## config.mk

```make
export PLATFORM = sky130hd
export DESIGN_NAME = operand_streamer_flat
export DESIGN_NICKNAME = d
export VERILOG_FILES = /design/src/rtl/operand_streamer_pkg.sv /design/src/rtl/operand_streamer_if.sv /design/src/rtl/stream_fifo2.sv /design/src/rtl/operand_streamer.sv /design/src/flat_wrapper.sv
export SDC_FILE = /design/constraint.sdc
export NUM_CORES = 1
export LEC_CHECK = 0
export BUFFER_PORTS_ARGS = -buffer_cell sky130_fd_sc_hd__buf_2
export CORE_ASPECT_RATIO = 0.75
export CORE_MARGIN = 5
export CORE_UTILIZATION = 35
export DETAILED_ROUTE_END_ITERATION = 6
export GPL_ROUTABILITY_DRIVEN = 0
export PLACE_DENSITY = 0.55
export SLEW_MARGIN = 20
export SYNTH_ARGS = -nofsm -noshare
export SYNTH_HDL_FRONTEND = slang
export SYNTH_SLANG_ARGS = --single-unit
```

## constraint.sdc

```tcl
create_clock -name clk -period 3.5 [get_ports clk]
set_clock_uncertainty 0.1 [all_clocks]
set_input_delay 0.7 -clock clk [delete_from_list [all_inputs] [get_ports clk]]
set_output_delay 0.7 -clock clk [all_outputs]
set_load 0.03 [all_outputs]
```

## src/rtl/operand_streamer_pkg.sv

```systemverilog
// Shared types and default widths for the operand streamer.
package operand_streamer_pkg;

    localparam int DEFAULT_ADDR_W = 8;
    localparam int DEFAULT_DATA_W = 32;

    typedef enum logic [1:0] {
        IDLE,
        STREAM,
        DRAIN,
        DONE
    } state_t;

endpackage

```

## src/rtl/operand_streamer_if.sv

```systemverilog
// Start/memory/stream signal bundle of the operand streamer.
interface operand_streamer_if import operand_streamer_pkg::*; #(
    parameter int ADDR_W = DEFAULT_ADDR_W,
    parameter int DATA_W = DEFAULT_DATA_W
) ();
    logic              start;
    logic [ADDR_W-1:0] base_addr;
    logic [ADDR_W-1:0] length;
    logic              mem_rd;
    logic [ADDR_W-1:0] mem_addr;
    logic [DATA_W-1:0] mem_data;
    logic              out_valid;
    logic              out_ready;
    logic [DATA_W-1:0] out_data;
    logic              out_last;
    logic              busy;
    logic              done;

    modport master (
        output start, base_addr, length, mem_data, out_ready,
        input  mem_rd, mem_addr, out_valid, out_data, out_last, busy, done
    );

    modport slave (
        input  start, base_addr, length, mem_data, out_ready,
        output mem_rd, mem_addr, out_valid, out_data, out_last, busy, done
    );
endinterface

```

## src/rtl/stream_fifo2.sv

```systemverilog
// Two-entry valid/ready buffer; the head entry is the registered output.
module stream_fifo2 import operand_streamer_pkg::*; #(
    parameter int W = DEFAULT_DATA_W + 1
) (
    input  logic         clk,
    input  logic         reset,
    input  logic         in_valid_i,
    output logic         in_ready_o,
    input  logic [W-1:0] in_data_i,
    output logic         out_valid_o,
    input  logic         out_ready_i,
    output logic [W-1:0] out_data_o,
    output logic [1:0]   count_o
);
    logic [W-1:0] head_q, head_d, tail_q, tail_d;
    logic         head_vld_q, head_vld_d, tail_vld_q, tail_vld_d;
    logic         push, pop;

    assign in_ready_o  = !tail_vld_q;
    assign push        = in_valid_i && in_ready_o;
    assign pop         = head_vld_q && out_ready_i;
    assign out_valid_o = head_vld_q;
    assign out_data_o  = head_q;
    assign count_o     = 2'(head_vld_q) + 2'(tail_vld_q);

    always_comb begin
        head_d     = head_q;
        tail_d     = tail_q;
        head_vld_d = head_vld_q;
        tail_vld_d = tail_vld_q;
        if (pop) begin
            if (tail_vld_q) begin
                head_d     = tail_q;
                tail_vld_d = push;
                if (push) tail_d = in_data_i;
            end else begin
                head_vld_d = push;
                if (push) head_d = in_data_i;
            end
        end else if (push) begin
            if (!head_vld_q) begin
                head_vld_d = 1'b1;
                head_d     = in_data_i;
            end else begin
                tail_vld_d = 1'b1;
                tail_d     = in_data_i;
            end
        end
    end

    always_ff @(posedge clk) begin
        if (reset) begin
            head_q     <= '0;
            tail_q     <= '0;
            head_vld_q <= 1'b0;
            tail_vld_q <= 1'b0;
        end else begin
            head_q     <= head_d;
            tail_q     <= tail_d;
            head_vld_q <= head_vld_d;
            tail_vld_q <= tail_vld_d;
        end
    end
endmodule

```

## src/rtl/operand_streamer.sv

```systemverilog
// Streams an operand from block memory into a valid/ready word stream.
// Define OPERAND_STREAMER_REVERSE_EN to read from the top word downwards.
module operand_streamer import operand_streamer_pkg::*; #(
    parameter int ADDR_W = DEFAULT_ADDR_W,
    parameter int DATA_W = DEFAULT_DATA_W
) (
    input logic                clk,
    input logic                reset,
    operand_streamer_if.slave  bus
);
    state_t            state_q, state_d;
    logic [ADDR_W-1:0] addr_q, addr_d, rem_q, rem_d, first_addr, rd_addr;
    logic              rd_en, rd_last, inflight_q, inflight_last_q, pop;
    logic [2:0]        occ;
    logic              fifo_in_ready, fifo_out_valid;
    logic [DATA_W:0]   fifo_out_word;
    logic [1:0]        fifo_count;

    function automatic logic [ADDR_W-1:0] step(input logic [ADDR_W-1:0] a);
`ifdef OPERAND_STREAMER_REVERSE_EN
        return a - ADDR_W'(1);
`else
        return a + ADDR_W'(1);
`endif
    endfunction

`ifdef OPERAND_STREAMER_REVERSE_EN
    assign first_addr = bus.base_addr + bus.length - ADDR_W'(1);
`else
    assign first_addr = bus.base_addr;
`endif

    // Buffer slots claimed by held words plus the read in flight, less the word leaving now.
    assign pop = fifo_out_valid && bus.out_ready;
    assign occ = 3'(fifo_count) + 3'(inflight_q) - 3'(pop);

    always_comb begin
        state_d = state_q;
        addr_d  = addr_q;
        rem_d   = rem_q;
        rd_en   = 1'b0;
        rd_addr = addr_q;
        unique case (state_q)
            IDLE: begin
                // First read issues in the accepting cycle; the buffer is empty here.
                if (bus.start) begin
                    if (bus.length == '0) begin
                        state_d = DONE;
                    end else begin
                        rd_en   = 1'b1;
                        rd_addr = first_addr;
                        addr_d  = step(first_addr);
                        rem_d   = bus.length - ADDR_W'(1);
                        state_d = (bus.length == ADDR_W'(1)) ? DRAIN : STREAM;
                    end
                end
            end
            STREAM: begin
                if (occ <= 3'd1) begin
                    rd_en  = 1'b1;
                    addr_d = step(addr_q);
                    rem_d  = rem_q - ADDR_W'(1);
                    if (rem_q == ADDR_W'(1)) state_d = DRAIN;
                end
            end
            DRAIN:   if (pop && fifo_out_word[0]) state_d = DONE;
            DONE:    state_d = IDLE;
            default: state_d = IDLE;
        endcase
    end

    assign rd_last = rd_en && (rem_d == '0);

    always_ff @(posedge clk) begin
        if (reset) begin
            state_q         <= IDLE;
            addr_q          <= '0;
            rem_q           <= '0;
            inflight_q      <= 1'b0;
            inflight_last_q <= 1'b0;
        end else begin
            state_q         <= state_d;
            addr_q          <= addr_d;
            rem_q           <= rem_d;
            inflight_q      <= rd_en;
            inflight_last_q <= rd_last;
        end
    end

    stream_fifo2 #(.W(DATA_W + 1)) u_fifo (
        .clk         (clk),
        .reset       (reset),
        .in_valid_i  (inflight_q),
        .in_ready_o  (fifo_in_ready),
        .in_data_i   ({bus.mem_data, inflight_last_q}),
        .out_valid_o (fifo_out_valid),
        .out_ready_i (bus.out_ready),
        .out_data_o  (fifo_out_word),
        .count_o     (fifo_count)
    );

    assert property (@(posedge clk) disable iff (reset) inflight_q |-> fifo_in_ready);

    assign bus.mem_rd    = rd_en;
    assign bus.mem_addr  = rd_addr;
    assign bus.out_valid = fifo_out_valid;
    assign bus.out_data  = fifo_out_word[DATA_W:1];
    assign bus.out_last  = fifo_out_word[0] && fifo_out_valid;
    assign bus.busy      = (state_q != IDLE);
    assign bus.done      = (state_q == DONE);
endmodule

```

## src/flat_wrapper.sv

```systemverilog
// flat-port wrapper written by rule: the top's interface ports become plain ports
module operand_streamer_flat import operand_streamer_pkg::*;
#(
    parameter int ADDR_W = DEFAULT_ADDR_W,
    parameter int DATA_W = DEFAULT_DATA_W
)
  (clk, reset, bus_start, bus_base_addr, bus_length, bus_mem_data, bus_out_ready, bus_mem_rd, bus_mem_addr, bus_out_valid, bus_out_data, bus_out_last, bus_busy, bus_done);
  operand_streamer_if #(.ADDR_W(ADDR_W), .DATA_W(DATA_W)) bus_i ();
  input logic clk;
  input logic reset;
  input wire logic [$bits(bus_i.start)-1:0] bus_start;
  input wire logic [$bits(bus_i.base_addr)-1:0] bus_base_addr;
  input wire logic [$bits(bus_i.length)-1:0] bus_length;
  input wire logic [$bits(bus_i.mem_data)-1:0] bus_mem_data;
  input wire logic [$bits(bus_i.out_ready)-1:0] bus_out_ready;
  output wire logic [$bits(bus_i.mem_rd)-1:0] bus_mem_rd;
  output wire logic [$bits(bus_i.mem_addr)-1:0] bus_mem_addr;
  output wire logic [$bits(bus_i.out_valid)-1:0] bus_out_valid;
  output wire logic [$bits(bus_i.out_data)-1:0] bus_out_data;
  output wire logic [$bits(bus_i.out_last)-1:0] bus_out_last;
  output wire logic [$bits(bus_i.busy)-1:0] bus_busy;
  output wire logic [$bits(bus_i.done)-1:0] bus_done;
  assign bus_i.start = bus_start;
  assign bus_i.base_addr = bus_base_addr;
  assign bus_i.length = bus_length;
  assign bus_i.mem_data = bus_mem_data;
  assign bus_i.out_ready = bus_out_ready;
  assign bus_mem_rd = bus_i.mem_rd;
  assign bus_mem_addr = bus_i.mem_addr;
  assign bus_out_valid = bus_i.out_valid;
  assign bus_out_data = bus_i.out_data;
  assign bus_out_last = bus_i.out_last;
  assign bus_busy = bus_i.busy;
  assign bus_done = bus_i.done;
  operand_streamer #(.ADDR_W(ADDR_W), .DATA_W(DATA_W)) u_core (.clk(clk), .reset(reset), .bus(bus_i));
endmodule
```

==> results.ini, run 1 <==
[run_status]
status = completed

[cells_and_area]
fin_nets = 693
diodes = 0
syn2layout_area_growth_pct = 15.44
drive_above_1_share = 0.2129
fin_area_sq_um = 5408
final_cell_count_no_fill = 805

[clock_tree]
clock_sinks = 88
clockBufferDepth = 2
cts_resized = 0
post_cts.repair.setup_buffers = 0
cts_root_buffer = clkbuf_16
hold_buffers = 0
htreeDepth = 3
cts_tree = done
clock_latency_ps = 330
clk_pin_slew_worst_paths_ps = 70
cts-buffers-inserted = 9

[floorplanning]
fp.coreArea_sq_um = 13060
rows = 36
dieArea_sq_um = 15820
die_w_um = 143.6
fp.dieH_um = 110.2
initial_utilization = 0.3586
io-pin-count = 97

[worst_setup_path]
crit_arrival_ps = 2490
crit_fanout = 9
end_kind = output port
path_common_cell = nand2_1
worstPathCellList = nand2_1 -> inv_1 -> ha_1 -> inv_1 -> ha_1 -> a21oi_4 -> xor2_1 -> nand2_1 -> nand2_1 -> buf_2
worstPathRequired_ps = 2700
slowest_stage = dfxtp_1
worst-setup-path-type = reg -> out
reg2regPathDepth = 12
cpPeakStageDelay_ps = 510
cp-start-kind = flip-flop

[drt]
drc_errors = 0
vias_per_cell = 5.057
wire_per_inst_um = 14.36
wl_mm = 11.56
final_antenna_net_count = 0
detail_route.iter0.violations = 160
dr_total_vias = 4071
dr.pass1.iters = 5

[placement]
post_dp_cell_area_sq_um = 5119
dpl.cell_count = 789
dpl.hpwl_mm = 8.354
placement.io_buffers = 96

[synthesis]
ys_ff_latch = 88
syn_avg_cell_area_sq_um = 8.119
synth_top_area_frac = 0.3761
synth_cell_types = 54
syn_area_sq_um = 4684
synthArstFlopShare = 0
synth_area_leaders = dfxtp_1 (38%), nand2_1 (9.5%), mux2i_1 (8.3%)
ys_seq_area_frac = 0.3761
syn_nets = 641
synthCells = 577
synth_flop_cell = dfxtp_1
synth_edf_count = 0
synth_top_area_cell = dfxtp_1
yosysWarnings = 0

[timing]
drv_slew = 0
finalHoldViolations = 0
fmax_ghz = 0.3038
rsz0062_at_grt = no
slew_headroom = 0.4481
setup_viol = 0
worstMarginPinSlew_ps = 827.8
layout_worst_path_cycle_share = 0.9403
min_period_ps = 3291
tns_ps = 0

[pwr]
ir_worst_vdd_uv = 243.8
leakage_nw = 2.391
powerDensity_nw_per_um2 = 718.0
finalPower_mw = 3.883

[grt]
antenna_found_initial = 0
grt_max_degree = 49
grt_pass1_vias = 4014
grt_pass1_wl_mm = 19.15
gr-usage-all-layers = 0.1490
overflow = 0

[job]
drv_cap = 0

[worst_hold_path]
hp-class = reg -> reg
whs_path_depth = 2

-- routing by layer --
| metal | GRT usage | vias up | share of wire |
|---|---|---|---|
| met1 | 0.1953 | 1887 | 0.49 |
| li1 | - | 2090 | - |
| met5 | 0 | - | 0 |
| met4 | 0.03696 | 0 | 0.012 |
| met3 | 0.03881 | 17 | 0.051 |
| met2 | 0.2465 | 77 | 0.45 |
-- stage by stage --
| step | utilization | setup WS, ps | hold slack [ps] |
|---|---|---|---|
| 6_report | 0.4140 | 208.8 | 353.3 |
| 3_3_place_gp | 0.3919 | 252.6 | 340.8 |
| 5_1_grt | 0.4140 | 35.54 | 368.8 |
| 4_1_cts | 0.4140 | 197.5 | 355.5 |
| 2_1_floorplan | - | 377.6 | 331.5 |
| 3_5_place_dp | 0.3919 | 215.6 | 346.2 |
-- power by group --
part | switching (mW) | internal [mW] | total (mW) | leakage [nW]
logic | 1.03 | 0.578 | 1.60 | 1.54
registers | 0.159 | 1.20 | 1.36 | 0.718
clock network | 0.414 | 0.508 | 0.923 | 0.136
total | 1.60 | 2.28 | 3.88 | 2.39
-- layout by cell type, fill, tap and decap left out, types with 3 or more instances in the layout --
cell type,netlist,final
xor2_1,3,3
a221oi_1,3,3
nand3_1,4,4
nor2_1,55,55
ha_1,12,12
buf_12,0,3
and2_1,3,3
nand3b_1,4,4
nor2b_1,7,7
o21ai_0,8,8
mux2i_1,39,39
dfxtp_1,88,88
buf_2,5,96
o211ai_1,4,4
inv_1,14,14
nor3_1,8,8
a31oi_1,6,6
a32o_1,4,4
a211oi_1,35,35
nand2_1,118,117
a21oi_1,51,51
a32oi_1,3,3
clkbuf_16,0,9
xnor2_1,5,5
buf_4,33,7
-- cells in the mapped netlist, types with 3 or more instances --
cell type	number
a31oi_1	6
clkbuf_1	22
a211oi_1	35
and2_1	3
o21ai_0	8
xnor2_1	5
ha_1	12
buf_1	4
dfxtp_1	88
a21oi_1	51
nor2b_1	7
buf_4	33
buf_2	5
nor3_1	8
mux2i_1	39
a221oi_1	3
nand3b_1	4
a32oi_1	3
a32o_1	4
nor2_1	55
o211ai_1	4
nand3_1	4
inv_1	14
nand2_1	118
xor2_1	3
-- cell families (layout without fill, tap and decap cells) --
family          count (synthesis)  in the layout  share of synthesized area
simple gates                  214            214                     0.2014
mux                            40             40                    0.08574
buf+inv                        80            137                    0.09348
fa+ha+maj                      12             12                    0.03205
compound gates                134            134                     0.1928
flops                          88             88                     0.3761
xor+xnor                        9              9                    0.01843
-- area by class of cell --
class | count | area, sq um
Fill cell | 1364 | 7655
Multi-Input combinational cell | 409 | 2494
Sequential cell | 88 | 1762
Timing Repair Buffer | 106 | 593.1
Clock buffer | 10 | 239.0
Tap cell | 171 | 214.0
Inverter | 15 | 56.30
Clock inverter | 6 | 50.05
-- state kept, by name, indices dropped and copies added (netlist names) --
| register | flops |
|---|---|
| u_core.u_fifo.out_data_o | 33 |
| u_core.u_fifo.tail_q | 33 |
| u_core.addr_q | 8 |
| u_core.rem_q | 8 |
| u_core.state_q | 2 |
| u_core.inflight_last_q | 1 |
| u_core.inflight_q | 1 |
| u_core.u_fifo.out_valid_o | 1 |
| u_core.u_fifo.tail_vld_q | 1 |
-- critical path, delay by kind of cell, from the launching register on --
kind	cells	cell delay (ps)
AOI/OAI and AO/OA	1	170
xor gates and xnor gates	1	290
adders and majority gates	2	480
buffers and inverters	3	350
DFF	1	510
and+or+nand+nor	3	340
-- path summary, 6_finish.rpt --
check,end,slack (ps),start
max,bus_mem_rd,210,u_core.u_fifo.out_valid_o
min reg2reg,u_core.u_fifo.tail_q[29],350,u_core.u_fifo.tail_q[29]
min,u_core.u_fifo.tail_q[29],350,u_core.u_fifo.tail_q[29]
max reg2reg,u_core.inflight_last_q,530,u_core.u_fifo.out_valid_o
No activity file was read; power rests on OpenSTA's default activity.
==> run 2: changes to the inputs <==
- CORE_UTILIZATION: 35 -> 40
- CTS_BUF_LIST: default -> sky130_fd_sc_hd__clkbuf_2
- PLACE_DENSITY: 0.55 -> 0.61
==> run 2 against run 1 <==
Combinational power hardly changed. Cell count is 0.37% lower. Sequential share of layout area is 0.97 points higher. Register-to-register slack better by 60 ps. First-iteration DRC count is 57% higher. Critical endpoint unchanged. Global-route usage is 1.3 points higher. Largest cell class unchanged. Wire length is 0.47% lower. Flip-flop and latch count stayed put.
==> results.ini, run 2 (synthesis gave the netlist of run 1 again) <==
[timing]
worstMarginPinSlew_ps = 702.0
drv_slew = 0
worst_slack_ps = 218.2
finalHoldViolations = 0
fmax_ghz = 0.3047
min_period_ps = 3282
slew_headroom = 0.5306
setup_viol = 0
layout_worst_path_cycle_share = 0.9377

[job]
drv_cap = 0

[worst_setup_path]
worst-setup-path-type = reg -> out
crit_start = u_core.u_fifo.out_valid_o
reg2regPathDepth = 12
worst_r2r_endpoint = u_core.inflight_last_q
r2r_start = u_core.u_fifo.out_valid_o
worstPathRequired_ps = 2700
path_common_cell = nand2_1
end_kind = output port
crit_fanout = 7
cpPeakStageDelay_ps = 410
crit_arrival_ps = 2480
slowest_stage = dfxtp_4
worstPathCellList = nand2_1 -> inv_1 -> ha_1 -> inv_1 -> ha_1 -> a21oi_4 -> xor2_2 -> nand2_1 -> nand2_1 -> buf_2
cp-start-kind = flip-flop
reg2reg_slack_ps = 590
crit_path_end = bus_mem_rd

[cells_and_area]
final_cell_count_no_fill = 802
fillers = 1191
multi_input_area_sq_um = 2501
fin_nets = 698
layout_common_cells = nand2_1 (117), buf_2 (96), dfxtp_1 (86)
final_common_cell = nand2_1
syn2layout_area_growth_pct = 12.42
drive_above_1_share = 0.2238
seqCellArea_sq_um = 1767
fin_util = 0.4568

[worst_hold_path]
hold_start = bus_mem_data[12]
hp-class = in -> reg

[drt]
wl_mm = 11.50
final_antenna_net_count = 0
detail_route.iter0.violations = 252
wire_per_inst_um = 14.34
drc_errors = 0
dr.pass1.iters = 5
vias_per_cell = 5.209
dr_total_vias = 4178

[grt]
grt_pass1_vias = 3970
antenna_found_initial = 1
gr-usage-all-layers = 0.1621
grt_pass1_wl_mm = 19.00
grt_max_degree = 38
overflow = 0

[placement]
dpl.hpwl_mm = 8.264
dpl.cell_count = 782
placement.io_buffers = 96
dp_slack_ps = 147.1

[clock_tree]
clk_pin_slew_worst_paths_ps = 250
cts-buffers-inserted = 9
clockBufferDepth = 2
cts_tree = done
hold_buffers = 0
cts_root_buffer = clkbuf_2
clock_latency_ps = 540
htreeDepth = 3
clock_sinks = 88

[floorplanning]
rows = 34
fp.dieH_um = 103.7
initial_utilization = 0.4063
io-pin-count = 97
die_w_um = 135.0
fp.coreArea_sq_um = 11530
dieArea_sq_um = 14000

[pwr]
leakage_nw = 2.355
ir_worst_vdd_uv = 245.7
powerDensity_nw_per_um2 = 667.8

[run_status]
status = completed

==> run 2: metrics by stage <==
step           power (mW)  setup TNS [ps]  hold WS [ps]  area, sq um
3_5_place_dp        2.981               0         345.6         5110
6_report            3.517               0         264.5         5266
3_3_place_gp        2.947               0         341.1         5110
2_1_floorplan       2.680               0         331.5         4684
4_1_cts             3.531               0         189.9         5230
5_1_grt             3.766          -1.351         183.1         5266
==> run 2: repair_timing <==
item                                   CTS  global route
endpoints found under the hold margin    0             0
setup buffers                            0             3
gates cloned                             0             0
resized for setup                        1             3
setup endpoints to repair                1             1
pin swaps                                0             0
==> run 2: area by class of cell <==
| type | instances | share of cell area |
|---|---|---|
| multi-input combinational | 409 | 0.4749 |
| antenna | 1 | 0.0004752 |
| clock buffer | 10 | 0.009503 |
| clock inverter | 6 | 0.01307 |
| sequential | 88 | 0.3355 |
| tap | 162 | 0.03849 |
| timing repair buffer | 111 | 0.1174 |
| inverter | 15 | 0.01069 |
==> run 2: critical path, delay by kind of cell (launching register included) <==
family / cells / cell delay [ps]
adder cells (fa/ha/maj): 2 / 570
buffers and inverters: 3 / 310
AND/OR/NAND/NOR: 3 / 270
AO/OA/AOI/OAI: 1 / 190
XOR/XNOR: 1 / 210
flip-flops: 1 / 410
==> run 2: worst min path at each step <==
stage	to	slack [ps]	cells after the start
after global routing	u_core.u_fifo.tail_q[13]	180	3
after CTS	u_core.u_fifo.tail_q[13]	190	3
after global placement	u_core.u_fifo.tail_q[25]	340	2
after floorplan	u_core.u_fifo.tail_q[0]	330	2
after detailed placement	u_core.u_fifo.tail_q[21]	350	2
final	u_core.u_fifo.tail_q[13]	260	3
==> run 2: power by group <==
group          internal, mW  leakage [nW]  total, mW  switching (mW)
clock                 0.172        0.0725      0.535           0.363
combinational         0.588          1.56       1.63            1.04
sequential             1.20         0.720       1.35           0.156
total                  1.96          2.36       3.52            1.56
==> run 2: per-layer routing <==
metal  share of wire  GRT usage  vias up
li1                -          -     2105
met1            0.49     0.2279     1957
met2            0.45     0.2470      106
met3           0.051    0.04021       10
met4          0.0089    0.04532        0
met5               0          0        -
==> run 3: changes to the inputs <==
- ABC_AREA: default -> 1
==> run 3 against run 2 <==
Cell count rose by 10%. Combinational power rose by 5%. Critical endpoint unchanged. Worst hold slack improved by 18 ps. Die area rose by 0.56%.
==> results.ini, run 3 <==
[cells_and_area]
fin_nets = 780
syn2layout_area_growth_pct = 9.955
final_cell_count_no_fill = 884
final_common_cell = nand2_1
drive_above_1_share = 0.2011
layout_common_cells = nand2_1 (116), nor2_1 (96), buf_2 (96)

[worst_setup_path]
cpPeakStageDelay_ps = 400
end_kind = output port
crit_fanout = 5
crit_path_end = bus_mem_rd
worst_r2r_endpoint = u_core.addr_q[6]
worstPathRequired_ps = 2700
worstPathCellList = nand2_1 -> clkinv_2 -> ha_1 -> inv_1 -> ha_1 -> nand2_1 -> nand2_1 -> nand2_1 -> nand3_1 -> nand2_1 -> buf_2
path_common_cell = nand2_1
crit_start = u_core.u_fifo.out_valid_o
critical-path-top-delay-family = simple AND/OR/NAND/NOR gates
slowest_stage = dfxtp_1
r2r_start = u_core.state_q[1]
worst-path-stages = 11
cp-start-kind = flip-flop
crit_buf_inv = 3
worst-setup-path-type = reg -> out
crit_arrival_ps = 2390
reg2regPathDepth = 10
reg2reg_slack_ps = 1000

[grt]
grt_pass1_vias = 4214
antenna_found_initial = 0
overflow = 0
grt_busiest_layer = met2
grt_pass1_wl_mm = 19.58
gr-usage-all-layers = 0.1642
met2_usage = 0.2575
use_met3 = 0.03675
met1_usage = 0.2284
grt_max_degree = 47

[floorplanning]
io-pin-count = 97
dieArea_sq_um = 14080
rows = 34
die_w_um = 135.3
initial_utilization = 0.4073
fp.coreArea_sq_um = 11570
fp.dieH_um = 104.0

[timing]
worst_slack_ps = 311.3
slew_headroom = 0.4133
setup_viol = 0
worstMarginPinSlew_ps = 880.1
layout_worst_path_cycle_share = 0.9111
rsz0062_at_grt = no
finalHoldViolations = 0
fmax_ghz = 0.3136
drv_slew = 0
min_period_ps = 3189
tns_ps = 0

[drt]
dr_total_vias = 4427
drc_errors = 0
final_antenna_net_count = 0
detail_route.iter0.violations = 245
wire_per_inst_um = 13.12
dr.pass1.iters = 5
vias_per_cell = 5.008
wl_mm = 11.60

[clock_tree]
clock_sinks = 88
cts-buffers-inserted = 9
cts_root_buffer = clkbuf_2
hold_buffers = 0
post_cts.repair.setup_buffers = 0
cts_tree = done
clockBufferDepth = 2
cts_resized = 0
htreeDepth = 3
clk_pin_slew_worst_paths_ps = 250
clock_latency_ps = 530

[placement]
dpl.hpwl_mm = 8.322
dp_slack_ps = 391.5
dpl.cell_count = 867
placement.io_buffers = 96

[synthesis]
synth_flop_cell = dfxtp_1
syn_avg_cell_area_sq_um = 7.024
synth_area_leaders = dfxtp_1 (37%), o21ai_0 (9.6%), nand2_1 (9.2%)
synthCells = 671
synth_edf_count = 0
synthArstFlopShare = 0
synth_top_area_frac = 0.3738
yosysWarnings = 0
synth_top_area_cell = dfxtp_1
syn_area_sq_um = 4713
syn_nets = 735
synth_cell_types = 38
ys_seq_area_frac = 0.3738
netlist_top_cells_count = nand2_1 (116), nor2_1 (96), o21ai_0 (90)
yosysMostFrequentCell = nand2_1
ys_ff_latch = 88

[pwr]
power_frac_comb = 0.468
leakage_nw = 2.498
p_seq_frac = 0.371
p_int_mw = 2.001
ir_worst_vdd_uv = 322.8
powerDensity_nw_per_um2 = 703.4
power.share.clock = 0.160
p_sw_mw = 1.644
p_sw_frac = 0.4510

[run_status]
status = completed

[job]
drv_cap = 0

[worst_hold_path]
hp-class = in -> reg

-- run 3: cell count changes after synthesis, sizes merged, moves of 30 or more --
cell    before  now
o21ai        8   92
nand3        4   66
nor2        55  101
mux2i       39    1
a211oi      36    0
a21oi       54   19
inv         14   44
-- run 3: metrics by stage --
| stage | hold slack, ps | util | instance area, sq um | power [mW] |
|---|---|---|---|---|
| 6_report | 282.6 | 0.4479 | 5182 | 3.645 |
| 4_1_cts | 230.3 | 0.4477 | 5180 | 3.670 |
| 3_5_place_dp | 381.5 | 0.4359 | 5044 | 3.076 |
| 5_1_grt | 226.4 | 0.4477 | 5180 | 3.926 |
| 2_1_floorplan | 355.4 | - | 4713 | 2.809 |
| 3_3_place_gp | 381.5 | 0.4359 | 5044 | 3.039 |
-- run 3: per-layer routing --
layer / part of all wire / up-vias / wire length, um
li1: - / 2288 / -
met1: 0.49 / 2026 / 5665
met2: 0.45 / 104 / 5192
met3: 0.055 / 9 / 642
met4: 0.0083 / 0 / 96
met5: 0 / - / 0
-- run 3: area by class of cell --
cell class                 count  area (sq um)
fill                        1234          6389
multi-input combinational    469          2364
sequential                    88          1762
timing repair buffer         103         545.5
tap                          162         202.7
inverter                      45         170.2
clock inverter                 5         81.33
clock buffer                  11         55.05
antenna                        1         2.502
-- run 3: cell families (layout without fill, tap and decap cells) --
| kind of cell | after synthesis | in the layout | share of synthesized area |
|---|---|---|---|
| other | 0 | 1 | 0 |
| muxes | 1 | 1 | 0.002124 |
| buffers and inverters | 114 | 164 | 0.1248 |
| AOI/OAI and AO/OA | 149 | 149 | 0.1741 |
| adders and majority gates | 12 | 12 | 0.03185 |
| DFF | 88 | 88 | 0.3738 |
| xor gates and xnor gates | 8 | 8 | 0.01487 |
| and+or+nand+nor | 299 | 299 | 0.2785 |
-- run 3: how the worst min path moves through the flow --
stage	from	end	slack [ps]	depth (start not counted)
2_1_floorplan	u_core.inflight_last_q	u_core.u_fifo.tail_q[0]	360	2
3_3_place_gp	u_core.addr_q[1]	u_core.addr_q[1]	380	2
3_5_place_dp	u_core.inflight_last_q	u_core.u_fifo.out_data_o[0]	380	2
4_1_cts	bus_mem_data[12]	u_core.u_fifo.tail_q[13]	230	3
5_1_grt	bus_mem_data[24]	u_core.u_fifo.out_data_o[25]	230	3
6_report	bus_mem_data[10]	u_core.u_fifo.tail_q[11]	280	3
-- run 3: power by group through the flow --
stage / Combinational, mW / Clock (mW) / Sequential, mW
finish: 1.71 / 0.584 / 1.35
detailed placement: 1.70 / 0 / 1.37
floorplan: 1.46 / 0 / 1.34
global placement: 1.67 / 0 / 1.37
global route: 1.90 / 0.645 / 1.38
CTS: 1.71 / 0.609 / 1.35
-- run 3: tightest hold or removal path: stages --
cell	delay [ps]
buf_2	90
nor2_1	40
nor2_1	80
